--- src/rtl/mem_access.sv ---
// MEM pipeline stage: latches EX results, runs the LB/LW/SB/SW data-bus handshake
// and forwards register and HI/LO results to WB and EX. ex_alu_i is an 8-bit opcode.
module mem_access #(
  parameter int unsigned DATA_W      = 32,
  parameter int unsigned REG_ADDR_W  = 5,
  parameter int unsigned ACK_TIMEOUT = 255
) (
  input  logic                         clk,
  input  logic                         rst,
  input  logic                         stall_i,
  input  logic                         flush_i,
  input  logic [REG_ADDR_W+DATA_W:0]   ex_wreg_i,
  input  logic [2*DATA_W:0]            ex_hilo_i,
  input  logic [7:0]                   ex_alu_i,
  input  logic [DATA_W-1:0]            ex_ramaddr_i,
  input  logic [DATA_W-1:0]            ex_storedata_i,
  input  logic [DATA_W-1:0]            ram_rdata_i,
  input  logic                         ram_ack_i,
  output logic                         ram_req_o,
  output logic                         ram_we_o,
  output logic [DATA_W-1:0]            ram_addr_o,
  output logic [3:0]                   ram_sel_o,
  output logic [DATA_W-1:0]            ram_wdata_o,
  output logic [REG_ADDR_W+DATA_W:0]   mem_wreg_o,
  output logic [2*DATA_W:0]            mem_hilo_o,
  output logic                         stallreq_from_mem,
  output logic                         mem_err_o
);

  localparam int unsigned WREG_W = 1 + REG_ADDR_W + DATA_W;
  localparam int unsigned HILO_W = 1 + 2 * DATA_W;
  localparam int unsigned CNT_W  = $clog2(ACK_TIMEOUT + 1);

  localparam logic [7:0] OP_NOP = 8'h00;
  localparam logic [7:0] OP_LB  = 8'h20;
  localparam logic [7:0] OP_LW  = 8'h23;
  localparam logic [7:0] OP_SB  = 8'h28;
  localparam logic [7:0] OP_SW  = 8'h2B;

  typedef enum logic [1:0] {S_IDLE, S_REQ, S_DONE} state_t;

  state_t              state, state_d;
  logic [WREG_W-1:0]   wreg_q;
  logic [HILO_W-1:0]   hilo_q;
  logic [7:0]          op_q;
  logic [DATA_W-1:0]   addr_q, sdata_q, rdata_q;
  logic                valid_q, err_q;
  logic [CNT_W-1:0]    cnt_q;

  logic                capture, in_is_mem, timeout_hit;
  logic                is_load, is_store, wreg_en;
  logic [1:0]          k;
  logic [7:0]          lbyte;
  logic [3:0]          lane;
  logic [DATA_W-1:0]   load_data;

  assign in_is_mem = (ex_alu_i == OP_LB) || (ex_alu_i == OP_LW) ||
                     (ex_alu_i == OP_SB) || (ex_alu_i == OP_SW);

  always_comb begin
    capture     = !flush_i && (state != S_REQ) && !stall_i;
    timeout_hit = (state == S_REQ) && !ram_ack_i && (cnt_q == CNT_W'(ACK_TIMEOUT - 1));
    state_d     = state;
    case (state)
      S_IDLE:  if (capture && in_is_mem) state_d = S_REQ;
      S_REQ:   if (ram_ack_i || timeout_hit) state_d = S_DONE;
      S_DONE:  state_d = (capture && in_is_mem) ? S_REQ : S_IDLE;
      default: state_d = S_IDLE;
    endcase
    if (flush_i) state_d = S_IDLE;
  end

  always_ff @(posedge clk) begin
    if (rst) begin
      state   <= S_IDLE;
      wreg_q  <= '0;
      hilo_q  <= '0;
      op_q    <= OP_NOP;
      addr_q  <= '0;
      sdata_q <= '0;
      rdata_q <= '0;
      valid_q <= 1'b0;
      err_q   <= 1'b0;
      cnt_q   <= '0;
    end else begin
      state <= state_d;
      err_q <= timeout_hit && !flush_i;
      if (state == S_REQ && !ram_ack_i && !timeout_hit && !flush_i)
        cnt_q <= cnt_q + CNT_W'(1);
      else
        cnt_q <= '0;
      // An abandoned load must read back as zero, not stale bus data.
      if (state == S_REQ) begin
        if (ram_ack_i)        rdata_q <= ram_rdata_i;
        else if (timeout_hit) rdata_q <= '0;
      end
      if (flush_i) begin
        wreg_q  <= '0;
        hilo_q  <= '0;
        op_q    <= OP_NOP;
        valid_q <= 1'b0;
      end else if (state == S_REQ) begin
        valid_q <= valid_q;
      end else if (!stall_i) begin
        wreg_q  <= ex_wreg_i;
        hilo_q  <= ex_hilo_i;
        op_q    <= ex_alu_i;
        addr_q  <= ex_ramaddr_i;
        sdata_q <= ex_storedata_i;
        valid_q <= 1'b1;
      end else begin
        valid_q <= 1'b0;
      end
    end
  end

  always_comb begin
    is_load  = (op_q == OP_LB) || (op_q == OP_LW);
    is_store = (op_q == OP_SB) || (op_q == OP_SW);
    k        = addr_q[1:0];
    lane     = 4'b1000 >> k;
    // Big-endian: byte offset 0 lives in the most significant lane.
    case (k)
      2'd0:    lbyte = rdata_q[31:24];
      2'd1:    lbyte = rdata_q[23:16];
      2'd2:    lbyte = rdata_q[15:8];
      default: lbyte = rdata_q[7:0];
    endcase
    load_data = (op_q == OP_LB) ? {{(DATA_W-8){lbyte[7]}}, lbyte} : rdata_q;

    ram_req_o   = (state == S_REQ);
    ram_we_o    = ram_req_o && is_store;
    ram_addr_o  = ram_req_o ? {addr_q[DATA_W-1:2], 2'b00} : '0;
    ram_sel_o   = '0;
    ram_wdata_o = '0;
    if (ram_req_o) begin
      ram_sel_o = ((op_q == OP_LB) || (op_q == OP_SB)) ? lane : 4'b1111;
      if (op_q == OP_SB)      ram_wdata_o = {(DATA_W/8){sdata_q[7:0]}};
      else if (op_q == OP_SW) ram_wdata_o = sdata_q;
    end

    wreg_en    = wreg_q[WREG_W-1] & valid_q;
    mem_wreg_o = {wreg_en, wreg_q[WREG_W-2:0]};
    if (is_store) begin
      mem_wreg_o[WREG_W-1] = 1'b0;
    end else if (is_load) begin
      if (state == S_DONE) mem_wreg_o = {wreg_en, wreg_q[WREG_W-2:DATA_W], load_data};
      else                 mem_wreg_o[WREG_W-1] = 1'b0;
    end

    mem_hilo_o        = {hilo_q[HILO_W-1] & valid_q, hilo_q[HILO_W-2:0]};
    stallreq_from_mem = (state == S_REQ);
    mem_err_o         = err_q;
  end

endmodule

--- config.mk ---
export PLATFORM = sky130hd
export DESIGN_NAME = mem_access
export DESIGN_NICKNAME = d
export VERILOG_FILES = /design/src/rtl/mem_access.sv
export SDC_FILE = /design/constraint.sdc
export NUM_CORES = 1
export LEC_CHECK = 0
export CORE_AREA = 2 2 149 151
export DETAILED_ROUTE_END_ITERATION = 10
export DIE_AREA = 0 0 151 153
export PLACE_DENSITY = 0.88
export SLEW_MARGIN = 40
export SYNTH_ARGS = -nofsm -noshare
export SYNTH_HDL_FRONTEND = slang
export SYNTH_SLANG_ARGS = --single-unit
--- constraint.sdc ---
create_clock -name clk -period 5.9 [get_ports clk]
set_clock_uncertainty 0.15 [all_clocks]
set_input_delay 1.18 -clock clk [delete_from_list [all_inputs] [get_ports clk]]
set_output_delay 1.18 -clock clk [all_outputs]
set_load 0.02 [all_outputs]
==> reports/metrics.csv, run 1 <==
stage,metric,value,unit
floorplanning,cell row count,54,
min_path,WHS Path Cells,2,
clock_tree,CTS root buf,clkbuf_16,
finish,Antenna Cells,0,
clock_tree,Worst-Skew Late Latency,0.51,ns
synth,Post-Synthesis Cells,1222,
power_and_ir_drop,Power Density,264,nW/um^2
clock_tree,htree depth,1,
setup_path,R2R setup slack,3.02,ns
clock_tree,clock buffer depth,3,
synth,yosys warns,0,
detailed_routing,Routed Antenna Nets,0,
synth,register area share after synthesis,0.469,
synth,Cell variety after synth,38,
min_path,Hold Crit Class,reg -> reg,
detailed_routing,DRT Pass-1 Iters,5,
sta,final worst path period share,0.783,
run,max-cap violations,0,
sta,RSZ-0062 raised after global routing,false,
placed_design,Post-DP HPWL,22.1,mm
setup_path,Worst Path Arrival,3.29,ns
synth,Synth Register Bits,219,
floorplanning,die width,151,um
power_and_ir_drop,Peak VDD IR,0.000361,V
grt,gr usage total,0.264,
setup_path,critical path class,reg -> out,
setup_path,CP max stage cell,dfxtp_1,
synth,post-synth top area cell,dfxtp_1,
finish,Fillers,1741,
clock_tree,TritonCTS clock tree,yes,
grt,initial antenna violation count,1,
setup_path,reg-to-reg startpoint,state[1]$_SDFFE_PP0P_,
setup_path,critical path's largest stage delay,0.71,ns
sta,Pins Over Slew Limit,0,
synth,Main synth FF type,dfxtp_1,
detailed_routing,final WL,31.3,mm
synth,largest cells by area after synthesis,"dfxtp_1 47%, nand2_1 17%, a21oi_1 12%, buf_4 5.8%, a22o_1 3.0%",
detailed_routing,Detailed Route Iter0 Violations,630,
min_path,hold path start,addr_q[24]$_SDFFE_PP0P_,
grt,pin count of the biggest net entering global routing,112,
placed_design,dpl ws,1.60,ns
setup_path,Worst Setup End Kind,primary output,
sta,relative slew slack,0.496,
setup_path,Register-to-Register Path Depth,7,
grt,gr ovfl total,0,
floorplanning,CORE AREA,21500,sq um
clock_tree,CTS Sinks,219,
sta,setup ws final,1.28,ns
placed_design,Placer Congestion,0.979,
finish,Final nets,1700,
sta,final hold violations,0,
synth,number of synthesized flops with an enable pin,0,
floorplanning,die height,153,um
setup_path,CP Launch Type,flip-flop,
synth,synthesized cell area,9350,sq um
grt,first-pass GRT wire length,48.7,mm
clock_tree,Setup Buffers After CTS,0,
sta,crit path time final,4.62,ns
floorplanning,Starting Density,0.435,
detailed_routing,Via Count,9281,
power_and_ir_drop,leak pwr,0.00490,uW
finish,"most common cell after layout, fill and taps aside",nand2_1,
detailed_routing,Avg Vias per Cell,5.20,
setup_path,CP Data Required Time,4.57,ns
min_path,Min-Delay Endpoint,addr_q[24]$_SDFFE_PP0P_,
detailed_routing,drc violations,0,
setup_path,end of the worst register-to-register path,addr_q[26]$_SDFFE_PP0P_,
placed_design,I/O Buffers,384,
status,status,"finished, final reports clean",
grt,number of global-route vias before repair,9064,
finish,Layout area overhead,46.7,%
synth,post-synth top area share,0.469,
clock_tree,Post-CTS Hold Buffers,0,
synth,"FFs w/ async S/R, synth",0,
clock_tree,Worst-path clk slew,0.06,ns
floorplanning,die area,23100,sq um
sta,Final setup viols,0,
clock_tree,TritonCTS buffer count,24,
sta,Fmax,0.216,GHz
synth,Post-Syn Area per Cell,7.65,sq um
finish,most frequent cells in the layout,"420 x nand2_1, 383 x clkdlybuf4s50_1, 230 x a21oi_1, 219 x dfxtp_1, 39 x and2_1",
clock_tree,post-CTS resize count,0,
sta,transition time of the tightest slew-check pin,0.755,ns
finish,share of cells above drive strength 1,0.0465,
setup_path,"Max FO, Critical Path",25,
sta,total negative slack,0,ns
setup_path,CP cell instances,"mux4_2, o21ai_0, and4_2, a21oi_1, clkdlybuf4s50_1",
floorplanning,IO Pins,387,
detailed_routing,post-DR wirelength/cell,17.6,um
-- worst max path at each step --
stage / start / end / slack [ns] / cells past startpoint
global route: addr_q[1]$_SDFFE_PP0P_ / mem_wreg_o[28] / 1.22 / 5
CTS: addr_q[1]$_SDFFE_PP0P_ / mem_wreg_o[30] / 1.04 / 5
global placement: addr_q[1]$_SDFFE_PP0P_ / mem_wreg_o[30] / 1.69 / 5
floorplan: op_q[2]$_SDFFE_PP0P_ / ram_wdata_o[11] / 2.73 / 5
detailed placement: addr_q[1]$_SDFFE_PP0P_ / mem_wreg_o[28] / 1.60 / 5
finish: addr_q[1]$_SDFFE_PP0P_ / mem_wreg_o[28] / 1.28 / 5
-- cell usage after synthesis (all sizes together), types with 4 or more instances --
master,count
nand2,421
a21oi,231
dfxtp,219
buf,85
clkbuf,74
and2,39
nor2,37
a22o,32
mux2i,14
o21ai,8
o2bb2ai,7
inv,6
nand3,5
xnor2,5
and3,4
nor4,4
nor4b,4
-- metal layers --
layer,vias up,GRT usage,share of wire
li1,4452,-,-
met1,4324,0.313,0.39
met2,403,0.443,0.48
met5,-,0,0.00042
met4,2,0.118,0.046
met3,100,0.0716,0.087
-- cell type report --
class | instances | area (sq um) | share of cell area
clock buffers | 33 | 696 | 0.0507
multi-input cells | 839 | 4090 | 0.298
repair buffers | 396 | 3970 | 0.289
clock inverters | 11 | 208 | 0.0151
inverters | 6 | 22.5 | 0.00164
well taps | 280 | 350 | 0.0255
flip-flops and latches | 219 | 4380 | 0.320
-- sequential cells by signal, summed over array words and instances (netlist names) --
signal	cells
cnt_q	8
addr_q	32
state	2
op_q	8
valid_q	1
wreg_q	38
hilo_q	65
rdata_q	32
mem_err_o	1
sdata_q	32
-- stage by stage --
stage                     power (uW)  hold slack (ns)  std cells   util  instance area (sq um)
after CTS                       3650            0.300       1783  0.637                  13700
after detailed placement        1950            0.292       1739  0.595                  12800
after floorplan                 1750            0.280       1223      -                   9350
after global placement          1940            0.287       1737  0.594                  12800
final                           3620            0.298       1784  0.638                  13700
after global routing            3740            0.315       1784  0.638                  13700
-- critical path, delay by kind of cell, from the launching register on --
family | cells | cell delay (ns)
flip-flops | 1 | 0.71
AO/OA/AOI/OAI | 2 | 0.32
multiplexers | 1 | 0.57
buffers and inverters | 1 | 0.57
AND/OR/NAND/NOR | 1 | 0.59
-- report_power, final --
group | leakage [uW] | switching, uW | internal [uW]
logic | 0.00268 | 172 | 203
clock network | 0.000442 | 610 | 1090
registers | 0.00178 | 28.1 | 1520
total | 0.00490 | 811 | 2810
-- kinds of logic after synthesis --
logic type	Yosys count	synth area share
adder cells (fa/ha/maj)	2	0.00268
AND/OR/NAND/NOR	533	0.240
buffers and inverters	165	0.0981
flip-flops	219	0.469
other	1	0.000401
XOR/XNOR	8	0.00749
multiplexers	15	0.0174
AO/OA/AOI/OAI	279	0.165
No activity file was read; power rests on OpenSTA's default activity.
==> run 2: changes to the inputs <==
--- a/config.mk
+++ b/config.mk
@@ -5,10 +5,10 @@
 export SDC_FILE = /design/constraint.sdc
 export NUM_CORES = 1
 export LEC_CHECK = 0
-export CORE_AREA = 2 2 149 151
+export CORE_MARGIN = 2
+export CORE_UTILIZATION = 39
 export DETAILED_ROUTE_END_ITERATION = 10
-export DIE_AREA = 0 0 151 153
-export PLACE_DENSITY = 0.88
+export PLACE_DENSITY = 0.84
 export SLEW_MARGIN = 40
 export SYNTH_ARGS = -nofsm -noshare
 export SYNTH_HDL_FRONTEND = slang
==> constraint.sdc (replaced) <==
create_clock -name clk -period 3.8 [get_ports clk]
set_clock_uncertainty 0.15 [all_clocks]
set_input_delay 0.76 -clock clk [delete_from_list [all_inputs] [get_ports clk]]
set_output_delay 0.76 -clock clk [all_outputs]
set_load 0.02 [all_outputs]
==> run 2 against run 1 <==
  * Core utilization down 5.3 points
  * Global-route usage is 2.8 points lower
  * Cell area is 0.21% higher
  * Routed wire length decreased by 0.21%
  * Count of clock-buffer cells in the layout rose by 5
  * Sequential share of layout area is 0.058 points lower
  * Register-to-register slack worse by 1.6 ns
  * Worst setup slack lost 1.2 ns
  * Worst hold slack barely moved
  * First-iteration DRC count decreased by 9.7%
  * Clock power is 34% higher
  * Power grew 46%
==> reports/metrics.csv, run 2 (same netlist as run 1, synthesis figures left out) <==
stage,metric,value,unit
finish,biggest regs,"hilo_q: 65 flops, wreg_q: 38 flops",
grt,Most Crowded Layer GR,met2,
sta,final worst path period share,0.978,
grt,met3 Use GR,0.0650,
run,max-cap violations,0,
floorplanning,IO Pins,387,
detailed_routing,drc violations,0,
sta,total negative slack,0,ns
sta,relative slew slack,0.488,
power_and_ir_drop,internal power,4030,uW
power_and_ir_drop,Reg power frac,0.456,
finish,Layout area overhead,47.0,%
sta,Fmax,0.269,GHz
power_and_ir_drop,switching power,1240,uW
setup_path,critical path class,reg -> out,
detailed_routing,DRT Pass-1 Iters,6,
clock_tree,Worst-path clk slew,0.06,ns
finish,"most common cell after layout, fill and taps aside",nand2_1,
finish,Final nets,1712,
sta,transition time of the tightest slew-check pin,0.769,ns
sta,Final setup viols,0,
floorplanning,die area,25200,sq um
grt,number of global-route vias before repair,9056,
sta,final hold violations,0,
power_and_ir_drop,Comb power frac,0.111,
detailed_routing,Detailed Route Iter0 Violations,569,
floorplanning,Starting Density,0.398,
detailed_routing,Avg Vias per Cell,5.07,
power_and_ir_drop,Peak VDD IR,0.000311,V
setup_path,Worst Path Arrival,2.80,ns
setup_path,CP Launch Type,flip-flop,
floorplanning,die height,159,um
floorplanning,die width,159,um
finish,most frequent cells in the layout,"421 x nand2_1, 370 x clkdlybuf4s50_1, 230 x a21oi_1, 218 x dfxtp_1, 39 x and2_1",
detailed_routing,post-DR wirelength/cell,17.0,um
status,status,"finished, final reports clean",
setup_path,Worst Setup End Kind,primary output,
grt,gr usage total,0.236,
clock_tree,htree depth,1,
detailed_routing,Via Count,9301,
grt,pin count of the biggest net entering global routing,67,
floorplanning,cell row count,56,
clock_tree,clock buffer depth,3,
finish,share of cells above drive strength 1,0.0528,
grt,met2 track demand over resource,0.397,
floorplanning,CORE AREA,23500,sq um
grt,initial antenna violation count,1,
detailed_routing,Routed Antenna Nets,0,
grt,first-pass GRT wire length,48.4,mm
clock_tree,TritonCTS clock tree,yes,
grt,gr ovfl total,0,
grt,GR Layer Usage met1,0.276,
sta,crit path time final,3.71,ns
power_and_ir_drop,leak pwr,0.00510,uW
min_path,Hold Crit Class,reg -> reg,
setup_path,"Max FO, Critical Path",7,
placed_design,I/O Buffers,384,
placed_design,Post-DP HPWL,22.1,mm
clock_tree,CTS Sinks,219,
clock_tree,Post-CTS Hold Buffers,0,
power_and_ir_drop,sw frac,0.236,
power_and_ir_drop,total power,5280,uW
setup_path,CP Data Required Time,2.89,ns
finish,max reg flops,65,
clock_tree,Worst-Skew Late Latency,0.51,ns
power_and_ir_drop,Power Density,384,nW/um^2
power_and_ir_drop,clock network power share,0.433,
sta,Pins Over Slew Limit,0,
placed_design,Placer Congestion,0.940,
clock_tree,CTS root buf,clkbuf_16,
finish,Reg with most FFs,hilo_q,
detailed_routing,final WL,31.2,mm
clock_tree,TritonCTS buffer count,24,
==> run 2: worst max-delay path, stage by stage (launching register included) <==
cell,delay [ns]
dfxtp_1,0.39
nor4b_1,0.51
and3_4,0.36
mux2i_1,0.09
o21ai_0,0.27
clkdlybuf4s50_1,0.67
==> run 2: routing by layer <==
layer / wire length, um / share of wire / vias up
li1: - / - / 4467
met1: 12400 / 0.40 / 4278
met2: 14600 / 0.47 / 445
met3: 2600 / 0.083 / 111
met4: 1640 / 0.053 / 0
met5: 0 / 0 / -
==> run 2: final timing paths <==
| kind | startpoint | cells after the start | endpoint | slack (ns) |
|---|---|---|---|---|
| worst max-delay path | op_q[7]$_SDFFE_PP0P_ | 5 | mem_wreg_o[3] | 0.09 |
| worst min-delay path | addr_q[13]$_SDFFE_PP0P_ | 2 | addr_q[13]$_SDFFE_PP0P_ | 0.30 |
| worst max register to register | state[1]$_SDFFE_PP0P_ | 7 | addr_q[10]$_SDFFE_PP0P_ | 1.42 |
| worst min register to register | addr_q[13]$_SDFFE_PP0P_ | 2 | addr_q[13]$_SDFFE_PP0P_ | 0.30 |
==> run 2: layout make-up <==
class,instances,area (sq um)
well taps,319,399
flip-flops and latches,219,4390
inverters,6,22.5
fillers,2071,9730
clock inverters,4,20.0
multi-input cells,839,4100
repair buffers,408,4060
diodes,1,2.50
clock buffers,38,754
==> run 2: repair_timing <==
action	4_1_cts	5_1_grt
buffers inserted	1	0
gates resized for setup	6	14
setup endpoints to repair	50	39
pin swaps	1	0
==> run 2: stage by stage <==
stage	hold slack, ns	utilization	cells	setup WS (ns)	instance area [sq um]
CTS	0.300	0.584	1833	0.0231	13700
detailed placement	0.292	0.550	1790	0.359	12900
global placement	0.288	0.550	1790	0.413	12900
floorplan	0.280	-	1223	1.05	9350
global route	0.318	0.586	1833	-0.00763	13700
finish	0.299	0.586	1834	0.0855	13700
==> run 2: power groups by stage <==
stage	Clock, uW	Combinational, uW	Sequential, uW
5_1_grt	2400	635	2410
3_3_place_gp	0	576	2450
4_1_cts	2320	589	2410
6_report	2280	587	2410
2_1_floorplan	0	271	2440
3_5_place_dp	0	585	2460
